[src/rtl/count_stream_checker_sat_counter.sv]
// Up-counter with synchronous clear and optional saturation at all-ones.
module sat_counter #(
  parameter int W = 8
) (
  input  logic         clk,
  input  logic         rst,
  input  logic         clr_i,
  input  logic         inc_i,
  input  logic         sat_en_i,
  output logic [W-1:0] cnt_o
);
  logic [W-1:0] cnt_q, cnt_d;

  always_comb begin
    cnt_d = cnt_q;
    if (clr_i)
      cnt_d = '0;
    else if (inc_i && !(sat_en_i && (&cnt_q)))
      cnt_d = cnt_q + 1'b1;
  end

  always_ff @(posedge clk) begin
    if (rst) cnt_q <= '0;
    else     cnt_q <= cnt_d;
  end

  assign cnt_o = cnt_q;
endmodule

[config.mk]
export PLATFORM = sky130hd
export DESIGN_NAME = sat_counter
export DESIGN_NICKNAME = d
export VERILOG_FILES = /design/src/rtl/count_stream_checker_sat_counter.sv
export SDC_FILE = /design/constraint.sdc
export NUM_CORES = 1
export LEC_CHECK = 0
export CORE_AREA = 2 2 39 41
export DETAILED_ROUTE_END_ITERATION = 10
export DIE_AREA = 0 0 41 43
export DONT_BUFFER_PORTS = 1
export HOLD_SLACK_MARGIN = 0.15
export PLACE_DENSITY = 0.44
export SLEW_MARGIN = 10
export SYNTH_ARGS = -nofsm -noshare
export SYNTH_HDL_FRONTEND = slang
export SYNTH_SLANG_ARGS = --single-unit
[constraint.sdc]
create_clock -name clk -period 1.62 [get_ports clk]
set_clock_uncertainty 0.2 [all_clocks]
set_input_delay 0.081 -clock clk [delete_from_list [all_inputs] [get_ports clk]]
set_output_delay 0.081 -clock clk [all_outputs]
set_load 0.02 [all_outputs]
## Word-level counts from Yosys, hierarchy flattened

Cells that the tools add are included.

| storage, ports and cells | value |
|---|---|
| input port bits | 5 |
| output and inout port bits | 8 |
| logic and storage cells | 7 |
| register bits | 8 |

| cells by class | value |
|---|---|
| reductions and logical operators | 5 |
| $add $sub $neg | 1 |

Operators with widths:

| cell | number |
|---|---|
| $add A8 B1 Y8 const B | 1 |
| $reduce_and A8 Y1 | 1 |
| $logic_and A1 B1 Y1 | 2 |
| $reduce_or A2 Y1 | 1 |
| $logic_not A1 Y1 | 1 |

## Depth between registers and ports, before layout

| depth | value |
|---|---|
| depth after elaboration | 4 |
| depth in mapped cells | 4 |
| mapped depth without buffers | 4 |

## Worst setup path before layout

OpenSTA, ideal clock, no wires.

| path | value |
|---|---|
| kind | reg2reg |
| from | register cnt_q[0], in the netlist cnt_o[0] |
| to | register cnt_q[5], in the netlist cnt_o[5] |
| path slack | 0.092 ns |
| data arrival time | 1.204 ns |
| path buffers | 0 |
| cell stages (with the launch flop) | 5 |
| cells stage by stage | dfxtp_1 > ha_1 > and4_1 > nor4bb_1 > nor3_1 |

| on the way | value |
|---|---|
| word-level cells in the longest chain between the ends | 4 |
| elaborated cells between the ends (all ways) | 5 |
| those cells by class | 1 x add/sub; 4 x reduce/logical |

RTL lines:

| element | RTL line | source |
|---|---|---|
| start, declared | 12 | `logic [W-1:0] cnt_q, cnt_d;` |
| start signal, assigned | 24 | `else cnt_q <= cnt_d;` |
| branches (longest 4 deep; another with $add A8 B1 Y8) | -- |  |

Several ways; the timed one is not identified.
A chain may end at the register's enable or synchronous reset.

## Worst setup path after layout

Same ends and word-level chain as after synthesis.

==> key figures <==
Run status
  • Status: completed

Setup path
  • Maximum net fanout on the critical path: 6
  • Startpoint types: flip-flop
  • Kind of capture point of the worst setup path: flip-flop
  • Data required time at the worst endpoint: 1.56 ns
  • Endpoint arrival time on the critical path: 1.42 ns
  • Start-to-end type of the worst setup path: flip-flop to flip-flop

Logic synthesis
  • Synthesized area per cell: 9.30 µm²
  • Cell area after synthesis: 428 µm²
  • Sequential element share of the synthesized area: 37.4%
  • Synthesis Warnings: 0
  • Gate Count Post-Synth: 46
  • Nets in the synthesized netlist: 52
  • FF+latch count, synth: 8
  • Unique cell type count in the Yosys netlist: 26

Timing
  • Final worst-path cycle share: 91.8%
  • Highest achievable clock rate: 0.672 GHz
  • Sum Neg Setup Slack: 0 ns
  • Number of hold violations in the final report: 0
  • Worst setup slack after layout: 0.132 ns
  • Final count of pins violating max slew: 0
  • Crit path time final: 1.49 ns
  • Unrepaired setup endpoints after global routing: false
  • Number of endpoints failing setup at the final stage: 0
  • Tightest Pin Transition: 0.351 ns
  • Worst slew margin relative to its limit: 76.5%

Route
  • Final routed wirelength across all metal layers: 977 µm
  • Vias/cell: 5.47
  • First-pass iteration count of the detailed router: 4
  • Number of remaining DRC errors: 0
  • DRT antenna net count: 0
  • Number of DRC markers in iteration 0: 6
  • Number of vias in the routed layout: 416
  • Detailed-route wire length per cell: 12.9 µm

Min path
  • Hold Crit Class: primary input to flip-flop

Final layout
  • Number of filler cells placed in the layout: 146
  • Area of the multi-input gates: 256 µm²
  • Syn-to-layout area delta: 30.7%
  • Layout cell share with drive strength beyond 1: 26.7%
  • Number of flip-flops under the largest register name: 8
  • Antenna diode instance count: 0
  • FF/Latch Area: 160 µm²
  • NumNets Final: 68
  • Post-route insts no fill: 76
  • Leading cell types in the layout, fill and taps excluded: dfxtp_1 (8), buf_4 (8), nand2_1 (5)

GRT
  • Wire length of the first global-routing pass: 1650 µm
  • Aggregate global-route resource usage: 14.0%
  • Maximum number of pins on one net before global-route repair: 9
  • Number of global-route vias before repair: 393
  • Initial antenna violation count: 0
  • Aggregate global routing overflow: 0

Placement
  • Pre-CTS setup slack: 0.136 ns
  • PortBufs: 0
  • Number of cells in the design after placement: 69
  • Half-perimeter wire length after detailed placement: 786 µm
  • Routability congestion estimate from global placement: 0.719

Floorplanning
  • Floorplan core area: 1380 µm²
  • I/O pin count: 13
  • Horizontal die dimension: 41 µm
  • Number of cell rows: 14
  • Vertical die dimension: 43 µm
  • Initial Utilization: 30.9%
  • Total Die Area: 1760 µm²

Power
  • Overall power consumption: 383 µW
  • Static leakage: 0.000219 µW
  • Peak ir drop on the vdd network: 0.000258 V
  • PwrDens: 685 nW/µm²

Clock tree
  • H-tree lvl count: 1
  • Root Buffer: clkbuf_4
  • Clock tree buffer depth: 2
  • CTS resizes: 0
  • CTS tree: done
  • Num Clock Sinks: 8
  • Clock network latency to the later pin of the worst-skew pair: 0.26 ns
  • Total CTS buffers: 3
  • Worst-path clk slew: 0.06 ns

Flow run
  • Max Cap Violations: 0
cells by family (layout without fill, tap and decap cells):
group	Yosys count	after routing	share of synthesized area, %
compound gates	14	14	24.9
fa+ha+maj	1	1	2.92
buf+inv	1	15	2.63
flops	8	8	37.4
mux	2	2	4.68
simple gates	20	20	27.5
timing repair:
item / in CTS / in global routing
setup buffers: 0 / 0
hold endpoints to repair: 8 / 0
hold buffers: 4 / 0
report_power, final:
group | internal (µW) | total (µW) | switching (µW)
sequential | 199 | 200 | 0.949
clock | 84.9 | 155 | 70.2
combinational | 14.0 | 28.3 | 14.3
per-layer routing:
metal | GRT usage, % | up-vias | part of all wire, %
met2 | 19.7 | 10 | 47
met3 | 5.76 | 3 | 7.5
met1 | 16.3 | 193 | 43
met5 | 0 | - | 0
met4 | 10.0 | 0 | 2.4
li1 | - | 210 | -
Yosys cell counts:
cell type / n / area (µm²)
o21ai_0: 2 / 10.0
nor3_1: 2 / 10.0
a41oi_1: 1 / 8.76
ha_1: 1 / 12.5
buf_6: 1 / 11.3
a21boi_2: 1 / 11.3
or3_1: 1 / 6.26
nor2_1: 1 / 3.75
nand2_1: 5 / 18.8
a21oi_1: 4 / 20.0
a31oi_1: 2 / 12.5
dfxtp_1: 8 / 160
a211oi_1: 1 / 7.51
nor2b_1: 1 / 6.26
and3_1: 2 / 12.5
nand4_1: 1 / 6.26
mux2i_1: 2 / 20.0
or2_2: 1 / 6.26
a311oi_2: 1 / 15.0
nand4b_1: 1 / 8.76
and4_1: 2 / 17.5
and2_1: 1 / 6.26
a211oi_2: 1 / 12.5
nor4bb_1: 1 / 10.0
a21oi_2: 1 / 8.76
nand3_1: 1 / 5.00
final cells by class:
| cell class | count | area share, % |
|---|---|---|
| Timing Repair Buffer | 12 | 17.9 |
| Sequential cell | 8 | 28.6 |
| Tap cell | 16 | 3.58 |
| Clock buffer | 3 | 4.03 |
| Multi-Input combinational cell | 37 | 45.9 |
critical path, cell delays in order (launching register included):
cell and delay (ns):
dfxtp_1 0.31, ha_1 0.21, and4_1 0.27, nor4bb_1 0.29
nor3_1 0.09
path summary, 6_finish.rpt:
path	from	endpoint	slack, ns	cells past startpoint
max	cnt_o[0]	cnt_o[5]	0.13	4
min	clr_i	cnt_o[0]	0.40	3
max reg2reg	cnt_o[0]	cnt_o[5]	0.13	4
min reg2reg	cnt_o[2]	cnt_o[2]	0.43	2
per-stage QoR:
step | util, % | instance area, µm² | hold WS [ns]
after floorplan | - | 428 | 0.0604
after global placement | 35.9 | 497 | 0.0711
after detailed placement | 35.9 | 497 | 0.0824
after CTS | 40.4 | 559 | 0.407
after global routing | 40.4 | 559 | 0.431
final | 40.4 | 559 | 0.405
Power figures use the tool's default switching activity.
